===== config.mk =====
export PLATFORM = sky130hd
export DESIGN_NAME = lectura_bmp_stream
export DESIGN_NICKNAME = d
export VERILOG_FILES = /design/src/rtl/lectura_bmp_stream.sv
export SDC_FILE = /design/constraint.sdc
export NUM_CORES = 1
export LEC_CHECK = 0
export ABC_AREA = 1
export BUFFER_PORTS_ARGS = -buffer_cell sky130_fd_sc_hd__buf_2
export CORE_MARGIN = 2
export CORE_UTILIZATION = 29
export CTS_BUF_LIST = sky130_fd_sc_hd__clkbuf_4 sky130_fd_sc_hd__clkbuf_8
export DETAILED_ROUTE_END_ITERATION = 12
export GPL_TIMING_DRIVEN = 0
export PLACE_DENSITY_LB_ADDON = 0.08
export RECOVER_POWER = 50
export SYNTH_ARGS = -nofsm -noshare
export SYNTH_HDL_FRONTEND = slang
export SYNTH_SLANG_ARGS = --single-unit

===== constraint.sdc =====
create_clock -name HCLK -period 2.08 [get_ports HCLK]
set_clock_uncertainty 0.15 [all_clocks]
set_input_delay 0.104 -clock HCLK [delete_from_list [all_inputs] [get_ports HCLK]]
set_output_delay 0.104 -clock HCLK [all_outputs]
set_load 0.005 [all_outputs]

===== src/rtl/lectura_bmp_stream.sv =====
// BMP pixel-array reader: fetches 6 bytes per pair from byte-wide memory and emits two RGB pixels per hsync beat, top row first.
// Optional LECTURA_GRAY_EN: replaces each pixel with Y = (R + 2G + B) >> 2 on all three channels.
module lectura_bmp_stream #(
    parameter int WIDTH      = 500,
    parameter int HEIGHT     = 500,
    parameter int BASE_ADDR  = 54,
    parameter int ADDR_W     = 20,
    parameter int VSYNC_LEN  = 4,
    parameter int HBLANK_LEN = 16
) (
    input  logic              HCLK,
    input  logic              HRESET,
    input  logic              start,
    output logic [ADDR_W-1:0] mem_addr,
    output logic              mem_rd,
    input  logic [7:0]        mem_dout,
    output logic              vsync,
    output logic              hsync,
    output logic [7:0]        DATA_R0,
    output logic [7:0]        DATA_G0,
    output logic [7:0]        DATA_B0,
    output logic [7:0]        DATA_R1,
    output logic [7:0]        DATA_G1,
    output logic [7:0]        DATA_B1,
    output logic              busy,
    output logic              Read_Done
);

    localparam int STRIDE = ((WIDTH * 3 + 3) / 4) * 4;
    localparam logic [ADDR_W-1:0] STRIDE_A = ADDR_W'(STRIDE);
    localparam logic [ADDR_W-1:0] TOP_BASE = ADDR_W'(BASE_ADDR + (HEIGHT - 1) * STRIDE);
    localparam logic [ADDR_W-1:0] ONE_A    = ADDR_W'(1);
    localparam logic [15:0] LAST_PAIR = 16'(WIDTH / 2 - 1);
    localparam logic [15:0] LAST_ROW  = 16'(HEIGHT - 1);
    localparam logic [15:0] VS_LAST   = 16'(VSYNC_LEN - 1);
    localparam logic [15:0] HB_LAST   = 16'(HBLANK_LEN - 1);

    if (WIDTH % 2 != 0) begin : g_width_check
        $error("lectura_bmp_stream: WIDTH must be even");
    end
    if (VSYNC_LEN < 1) begin : g_vsync_check
        $error("lectura_bmp_stream: VSYNC_LEN must be at least 1");
    end

    typedef enum logic [2:0] {
        S_IDLE, S_VSYNC, S_FETCH, S_LAST, S_EMIT, S_HBLANK, S_DONE
    } state_t;

    state_t            state_q, state_d;
    logic [15:0]       cnt_q, cnt_d;
    logic [15:0]       pair_q, pair_d;
    logic [15:0]       row_q, row_d;
    logic [2:0]        k_q, k_d;
    logic [ADDR_W-1:0] base_q, base_d;
    logic [ADDR_W-1:0] off_q, off_d;
    logic [4:0][7:0]   bytes_q, bytes_d;
    logic [7:0]        r0_q, g0_q, b0_q, r1_q, g1_q, b1_q;
    logic [7:0]        r0_d, g0_d, b0_d, r1_d, g1_d, b1_d;

`ifdef LECTURA_GRAY_EN
    logic [9:0] sum0, sum1;
    // Byte 5 (R1) is still on mem_dout during LAST, so pixel 1 takes it directly.
    assign sum0 = {2'b00, bytes_q[2]} + {1'b0, bytes_q[1], 1'b0} + {2'b00, bytes_q[0]};
    assign sum1 = {2'b00, mem_dout}   + {1'b0, bytes_q[4], 1'b0} + {2'b00, bytes_q[3]};
`endif

    always_comb begin
        state_d = state_q;
        cnt_d   = cnt_q;
        pair_d  = pair_q;
        row_d   = row_q;
        k_d     = k_q;
        base_d  = base_q;
        off_d   = off_q;
        bytes_d = bytes_q;
        r0_d = r0_q; g0_d = g0_q; b0_d = b0_q;
        r1_d = r1_q; g1_d = g1_q; b1_d = b1_q;
        mem_rd  = 1'b0;
        case (state_q)
            S_IDLE, S_DONE: begin
                if (start) begin
                    state_d = S_VSYNC;
                    cnt_d   = '0;
                    pair_d  = '0;
                    row_d   = '0;
                    k_d     = '0;
                    base_d  = TOP_BASE;
                    off_d   = '0;
                end
            end
            S_VSYNC: begin
                if (cnt_q == VS_LAST) begin
                    state_d = S_FETCH;
                    cnt_d   = '0;
                end else begin
                    cnt_d = cnt_q + 16'd1;
                end
            end
            S_FETCH: begin
                mem_rd = 1'b1;
                off_d  = off_q + ONE_A;
                if (k_q != 3'd0)
                    bytes_d = {mem_dout, bytes_q[4:1]};
                if (k_q == 3'd5) begin
                    state_d = S_LAST;
                    k_d     = '0;
                end else begin
                    k_d = k_q + 3'd1;
                end
            end
            S_LAST: begin
                state_d = S_EMIT;
`ifdef LECTURA_GRAY_EN
                r0_d = sum0[9:2]; g0_d = sum0[9:2]; b0_d = sum0[9:2];
                r1_d = sum1[9:2]; g1_d = sum1[9:2]; b1_d = sum1[9:2];
`else
                b0_d = bytes_q[0]; g0_d = bytes_q[1]; r0_d = bytes_q[2];
                b1_d = bytes_q[3]; g1_d = bytes_q[4]; r1_d = mem_dout;
`endif
            end
            S_EMIT: begin
                if (pair_q != LAST_PAIR) begin
                    pair_d  = pair_q + 16'd1;
                    state_d = S_FETCH;
                end else begin
                    pair_d = '0;
                    off_d  = '0;
                    base_d = base_q - STRIDE_A;
                    cnt_d  = '0;
                    if (row_q == LAST_ROW) begin
                        state_d = S_DONE;
                    end else begin
                        row_d   = row_q + 16'd1;
                        state_d = (HBLANK_LEN == 0) ? S_FETCH : S_HBLANK;
                    end
                end
            end
            S_HBLANK: begin
                if (cnt_q == HB_LAST) begin
                    state_d = S_FETCH;
                    cnt_d   = '0;
                end else begin
                    cnt_d = cnt_q + 16'd1;
                end
            end
            default: state_d = S_IDLE;
        endcase
    end

    always_ff @(posedge HCLK) begin
        if (HRESET) begin
            state_q <= S_IDLE;
            cnt_q   <= '0;
            pair_q  <= '0;
            row_q   <= '0;
            k_q     <= '0;
            base_q  <= '0;
            off_q   <= '0;
            bytes_q <= '0;
            r0_q <= '0; g0_q <= '0; b0_q <= '0;
            r1_q <= '0; g1_q <= '0; b1_q <= '0;
        end else begin
            state_q <= state_d;
            cnt_q   <= cnt_d;
            pair_q  <= pair_d;
            row_q   <= row_d;
            k_q     <= k_d;
            base_q  <= base_d;
            off_q   <= off_d;
            bytes_q <= bytes_d;
            r0_q <= r0_d; g0_q <= g0_d; b0_q <= b0_d;
            r1_q <= r1_d; g1_q <= g1_d; b1_q <= b1_d;
        end
    end

    assign mem_addr  = (state_q == S_FETCH) ? (base_q + off_q) : '0;
    assign vsync     = (state_q == S_VSYNC);
    assign hsync     = (state_q == S_EMIT);
    assign busy      = (state_q != S_IDLE) && (state_q != S_DONE);
    assign Read_Done = (state_q == S_DONE);
    assign DATA_R0 = r0_q;
    assign DATA_G0 = g0_q;
    assign DATA_B0 = b0_q;
    assign DATA_R1 = r1_q;
    assign DATA_G1 = g1_q;
    assign DATA_B1 = b1_q;

endmodule


==> impl_metrics.env, run 1 <==
export IMPL_status="finished, violations left"
export IMPL_violations="setup timing"
export IMPL_clk_pin_slew_ns=0.11
export IMPL_syn_inst=1537
export IMPL_drt_wirelength_per_cell_um=14.4
export IMPL_tightest_slew_ns=0.651
export IMPL_core_um2=33400
export IMPL_die_w_um=188
export IMPL_syn_avg_cell_area_um2=6.37
export IMPL_boundaryPins=84
export IMPL_grt_pass1_wl_um=50500
export IMPL_cap_violations=0
export IMPL_syn_nets=1572
export IMPL_drc_errors=0
export IMPL_dr_total_vias=10100
export IMPL_avgViaCountPerCell=4.66
export IMPL_cts_buffers=17
export IMPL_ys_seq_elements=181
export IMPL_yosys_most_used_dff="dfxtp_1"
export IMPL_dr_pass1_iters=4
export IMPL_power_density_nw_per_um2=889
export IMPL_ys_seq_area_frac=0.370
export IMPL_root_buffer="clkbuf_8"
export IMPL_dieArea_um2=35300
export IMPL_antenna_cells=0
export IMPL_reg2reg_depth=12
export IMPL_nets=1731
export IMPL_r2r_slack_ns=-0.09
export IMPL_min_to="DATA_R1[3]"
export IMPL_critical_path_max_stage_delay_ns=0.39
export IMPL_synthToLayoutAreaGrowth_pct=26.7
export IMPL_cpMaxStageDelayCell="dfxtp_4"
export IMPL_path_buf_inv=1
export IMPL_synth_edf_count=0
export IMPL_drive_above_1_share=0.185
export IMPL_synth_cell_types=39
export IMPL_fmax_mhz=430
export IMPL_hp_start="mem_dout[3]"
export IMPL_r2r_start="state_q[1]"
export IMPL_slew_limit_headroom=0.566
export IMPL_start_util=0.294
export IMPL_grt_pass1_vias=9673
export IMPL_ys_warn_count=0
export IMPL_hold_ws_ns=0.238
export IMPL_fin_tns_setup_ns=-4.16
export IMPL_cts_tree="done"
export IMPL_min_period_ns=2.33
export IMPL_netlist_area_um2=9800
export IMPL_reg2reg_to="off_q[19]"
export IMPL_grt_max_degree=19
export IMPL_arrival_ns=2.07
export IMPL_grt_use_total=0.177
export IMPL_cts_buffer_depth=2
export IMPL_finalSetupViolations=50
export IMPL_leakage_uw=0.00501
export IMPL_clock_sinks=181
export IMPL_hold_violations=0
export IMPL_overflow=0
export IMPL_clk_latency_ns=0.49
export IMPL_min_period_over_period=1.12
export IMPL_antenna_left=0
export IMPL_synthArstFlopShare=0
export IMPL_critical_path_required_ns=1.83
export IMPL_critPathCaptureType="output pin"
export IMPL_rsz0062_at_grt="yes"
export IMPL_drt_iter0_drc=490
export IMPL_fill_cells=3723
export IMPL_antenna_found_initial=0
export IMPL_worstSetupStartpointType="register"
export IMPL_hold_path_class="primary input to register"
export IMPL_fin_ws_ns=-0.245
export IMPL_wl_um=31000
export IMPL_dpl_hpwl_um=22800
export IMPL_die_h_um=188
export IMPL_crit_chain="ha_4 > nand4_1 > nand3b_1 > nand3_4 > nand2_2 > a21oi_1 > nor2_1 > buf_2"
export IMPL_critical_path_top_delay_family="simple AND/OR/NAND/NOR gates"
export IMPL_gp_congestion=0.860
export IMPL_rows=67
export IMPL_peakVddDrop_v=0.000423
export IMPL_critPathKind="register to output pin"
export IMPL_slew_violations=0
export IMPL_h_tree_depth=4
export IMPL_port_buffers=83
export IMPL_worstHoldPathCells=4
export IMPL_cp_max_fo=6
## Yosys cell counts (3+ instances only)
master    number  share of area
a21o_1         5         0.0038
nand2_1      341           0.13
inv_1        118          0.045
nor2_2         5         0.0032
nor2_1       340           0.13
buf_2         17         0.0087
nand3b_1       4         0.0031
nor4_1         3         0.0019
nand2_2        4         0.0026
o21ai_0      124          0.063
clkbuf_1      36          0.014
o21bai_1       5         0.0038
xnor2_1        7         0.0063
or2_2          7         0.0045
ha_1          24          0.031
a21oi_1      112          0.057
nand4_1       24          0.015
xor2_1        13          0.012
buf_4          3         0.0023
nand3_1      109          0.056
inv_2          7         0.0027
dfxtp_1      181           0.37
o211ai_1       8         0.0061
nor3_1        19         0.0097
## flip-flops by register name (all words and copies together), names as in the netlist, 8 cells and up
signal and flops:
bytes_q 40, off_q 20, base_q 19, cnt_q 16
pair_q 16, row_q 16, DATA_B0 8, DATA_B1 8
DATA_G0 8, DATA_G1 8, DATA_R0 8, DATA_R1 8
## layer usage
metal | part of all wire | wire (um) | global-route usage
met1 | 0.47 | 14500 | 0.228
met2 | 0.48 | 14900 | 0.305
met3 | 0.029 | 897 | 0.0264
met4 | 0.021 | 641 | 0.0578
met5 | 0 | 0 | 0
## cell usage in the layout (no fill, tap or decap), types with 4 or more instances in the layout
master         instances
ha_4                  17
buf_2                 64
buf_6                  7
o21ai_4                4
or2_2                  7
nor2_1               325
a21oi_2               11
inv_2                  5
dfxtp_1              142
xnor2_1                7
inv_1                117
o211ai_1               8
dlygate4sd3_1         10
inv_6                  5
ha_1                   6
nand3_2                8
o21ai_0              115
nand2_1              322
dfxtp_4               21
o21ai_2                4
xor2_1                13
nor2_2                11
nand3b_1               4
nor2_4                10
clkbuf_1              63
nor3_1                17
nand2_4                9
a21oi_1               98
nand2_2               14
nand4_1               24
buf_4                 48
nand3_1               99
a21o_1                 5
dfxtp_2               18
clkbuf_8              19
## repair_timing
action	in CTS	in global routing
pin swaps	24	33
gates resized for setup	142	90
endpoints found under the hold margin	23	0
endpoints found under the setup margin	68	86
buffers inserted	34	14
hold buffers	10	0
## worst max path at each step
stage | from | to | slack, ns | depth (start not counted)
floorplan | off_q[2] | mem_addr[16] | 0.25 | 9
global placement | base_q[2] | mem_addr[16] | -0.22 | 10
detailed placement | base_q[2] | mem_addr[16] | -0.21 | 10
CTS | base_q[2] | mem_addr[16] | -0.23 | 10
global route | base_q[3] | mem_addr[15] | -0.37 | 8
finish | base_q[3] | mem_addr[15] | -0.25 | 8
## report_power, final
group	total, uW	leakage (uW)	switching (uW)	internal [uW]
combinational	4100	0.00330	2570	1530
clock	2560	0.000214	1480	1080
sequential	4370	0.00149	470	3900
total	11000	0.00501	4520	6510
## worst reg2reg max path, cell delays in order (launching register included)
cell and delay [ns]:
dfxtp_1 0.33, inv_1 0.07, nor2_1 0.05, inv_1 0.10, clkbuf_1 0.18, buf_4 0.14
nand4_2 0.25, nand2_4 0.22, inv_4 0.07, nand2_1 0.10, buf_4 0.20, nand2_1 0.08
a21oi_1 0.15
## cells by family after synthesis
group                      count (synthesis)  synth area share
and+or+nand+nor                          864             0.366
AOI/OAI and AO/OA                        265             0.142
buffers and inverters                    183            0.0736
DFF                                      181             0.370
adders and majority gates                 24            0.0307
xor gates and xnor gates                  20            0.0179
## through the flow
stage	util	setup slack [ns]	total power [uW]	instance area, um2	std cells
after global routing	0.372	-0.369	11900	12400	2157
after CTS	0.361	-0.232	11000	12100	2144
after detailed placement	0.323	-0.206	7830	10800	2068
after floorplan	-	0.250	6570	9800	1537
final	0.372	-0.245	11000	12400	2157
after global placement	0.323	-0.221	7830	10800	2068
## cell type report
| type | instances | area, um2 | area share |
|---|---|---|---|
| clock inverters | 13 | 158 | 0.0127 |
| plain buffers | 58 | 312 | 0.0251 |
| multi-input cells | 1173 | 6080 | 0.490 |
| repair buffers | 140 | 837 | 0.0675 |
| flip-flops and latches | 181 | 3720 | 0.300 |
| inverters | 125 | 478 | 0.0385 |
| clock buffers | 19 | 262 | 0.0211 |
| well taps | 448 | 561 | 0.0452 |
No activity file was read; power rests on OpenSTA's default activity.
==> inputs of run 2 (changes only) <==
--- a/config.mk
+++ b/config.mk
@@ -13,7 +13,6 @@
 export DETAILED_ROUTE_END_ITERATION = 12
 export GPL_TIMING_DRIVEN = 0
 export PLACE_DENSITY_LB_ADDON = 0.08
-export RECOVER_POWER = 50
 export SYNTH_ARGS = -nofsm -noshare
 export SYNTH_HDL_FRONTEND = slang
 export SYNTH_SLANG_ARGS = --single-unit
==> impl_metrics.env, run 2 (synthesized netlist as in run 1, its figures left out) <==
export IMPL_drt_wirelength_per_cell_um=14.4
export IMPL_leakage_uw=0.00513
export IMPL_violations="setup timing"
export IMPL_cp_max_fo=6
export IMPL_multiInputGateArea_um2=6110
export IMPL_cap_violations=0
export IMPL_port_buffers=83
export IMPL_fin_ws_ns=-0.249
export IMPL_power_density_nw_per_um2=891
export IMPL_top_register="bytes_q"
export IMPL_hold_violations=0
export IMPL_slew_violations=0
export IMPL_dp_slack_ns=-0.206
export IMPL_peakVddDrop_v=0.000423
export IMPL_min_period_over_period=1.12
export IMPL_critPathKind="register to output pin"
export IMPL_hold_path_class="primary input to register"
export IMPL_rows=67
export IMPL_overflow=0
export IMPL_tightest_slew_ns=0.672
export IMPL_dr_pass1_iters=5
export IMPL_post_route_util=0.374
export IMPL_dpl_hpwl_um=22800
export IMPL_fill_cells=3710
export IMPL_root_buffer="clkbuf_8"
export IMPL_final_cell_mix="nor2_1 (324), nand2_1 (321), dfxtp_1 (141), inv_1 (115), o21ai_0 (115)"
export IMPL_core_um2=33400
export IMPL_boundaryPins=84
export IMPL_grt_pass1_wl_um=50500
export IMPL_gp_congestion=0.860
export IMPL_antenna_cells=0
export IMPL_fmax_mhz=429
export IMPL_antenna_left=0
export IMPL_total_power_uw=11100
export IMPL_wl_um=31000
export IMPL_largest_register_ffs=40
export IMPL_drive_above_1_share=0.205
export IMPL_clock_sinks=181
export IMPL_critical_path_required_ns=1.83
export IMPL_grt_use_total=0.177
export IMPL_slew_limit_headroom=0.552
export IMPL_final_common_cell="nor2_1"
export IMPL_grt_pass1_vias=9673
export IMPL_antenna_found_initial=0
export IMPL_drt_iter0_drc=430
export IMPL_worstSetupStartpointType="register"
export IMPL_min_period_ns=2.33
export IMPL_cts_buffer_depth=2
export IMPL_avgViaCountPerCell=4.65
export IMPL_dieArea_um2=35300
export IMPL_finalSetupViolations=16
export IMPL_seqCellArea_um2=3730
export IMPL_drc_errors=0
export IMPL_grt_max_degree=19
export IMPL_start_util=0.294
export IMPL_clk_latency_ns=0.49
export IMPL_die_w_um=188
export IMPL_clk_pin_slew_ns=0.11
export IMPL_nets=1731
export IMPL_rsz0062_at_grt="yes"
export IMPL_synthToLayoutAreaGrowth_pct=27.4
export IMPL_critPathCaptureType="output pin"
export IMPL_arrival_ns=2.08
export IMPL_top_regs="bytes_q x40, off_q x20, base_q x19"
export IMPL_die_h_um=188
export IMPL_cts_tree="done"
export IMPL_h_tree_depth=4
export IMPL_cts_buffers=17
export IMPL_status="finished, violations left"
export IMPL_dr_total_vias=10000
[run 2: cell types whose count changed in the layout (fill, tap and decap cells not counted), moves of 2 or more]
cell | before | now
buf_2 | 64 | 91
buf_4 | 48 | 50
clkbuf_1 | 63 | 35
inv_1 | 117 | 115
inv_2 | 5 | 7
nand4_2 | 2 | 0
nand4_4 | 0 | 2
[run 2: repair_timing]
item,4_1_cts,5_1_grt
hold buffers,10,0
hold endpoints to repair,23,0
setup endpoints to repair,68,86
buffers inserted,34,14
gates resized for setup,142,90
pin swaps,24,33
[run 2: final timing paths]
path,cells past startpoint,from,slack (ns),endpoint
setup / recovery,8,base_q[3],-0.25,mem_addr[15]
hold / removal,4,mem_dout[3],0.24,DATA_R1[3]
setup reg to reg,12,pair_q[1],0.12,off_q[19]
hold reg to reg,2,pair_q[5],0.34,pair_q[5]
[run 2: worst max-delay path, cell delays in order, from the launching register on]
cell and delay (ns):
dfxtp_4 0.40, ha_4 0.30, nand4_1 0.11, nand3b_1 0.24, nand3_4 0.14, nand2_2 0.07
a21oi_1 0.15, nor2_1 0.06, buf_2 0.12
[run 2: report_power, final]
group          switching, uW  internal, uW  leakage, uW  total, uW
Combinational           2590          1590      0.00343       4190
Sequential               473          3900      0.00149       4380
Clock                   1480          1080     0.000214       2560
[run 2: per-stage QoR]
| stage | instance area (um2) | TNS [ns] | hold WS (ns) | std cells |
|---|---|---|---|---|
| 2_1_floorplan | 9800 | 0 | 0.0889 | 1537 |
| 3_3_place_gp | 10800 | -3.86 | 0.200 | 2068 |
| 3_5_place_dp | 10800 | -3.87 | 0.206 | 2068 |
| 4_1_cts | 12100 | -2.90 | 0.204 | 2144 |
| 5_1_grt | 12500 | -5.16 | 0.210 | 2157 |
| 6_report | 12500 | -2.83 | 0.238 | 2157 |
[run 2: routing by layer]
| metal | share of wire | routed length (um) | up-vias | track usage |
|---|---|---|---|---|
| met2 | 0.48 | 14900 | 147 | 0.305 |
| met1 | 0.47 | 14500 | 4540 | 0.228 |
| met4 | 0.020 | 612 | 0 | 0.0578 |
| met5 | 0 | 0 | - | 0 |
| met3 | 0.030 | 938 | 32 | 0.0264 |
| li1 | - | - | 5315 | - |
[run 2: final cells by class]
| class | count | share of cell area |
|---|---|---|
| clock inverter | 13 | 0.0126 |
| timing repair buffer | 140 | 0.0702 |
| sequential | 181 | 0.298 |
| buffer | 58 | 0.0251 |
| inverter | 125 | 0.0383 |
| clock buffer | 19 | 0.0209 |
| multi-input combinational | 1173 | 0.490 |
| tap | 448 | 0.0449 |
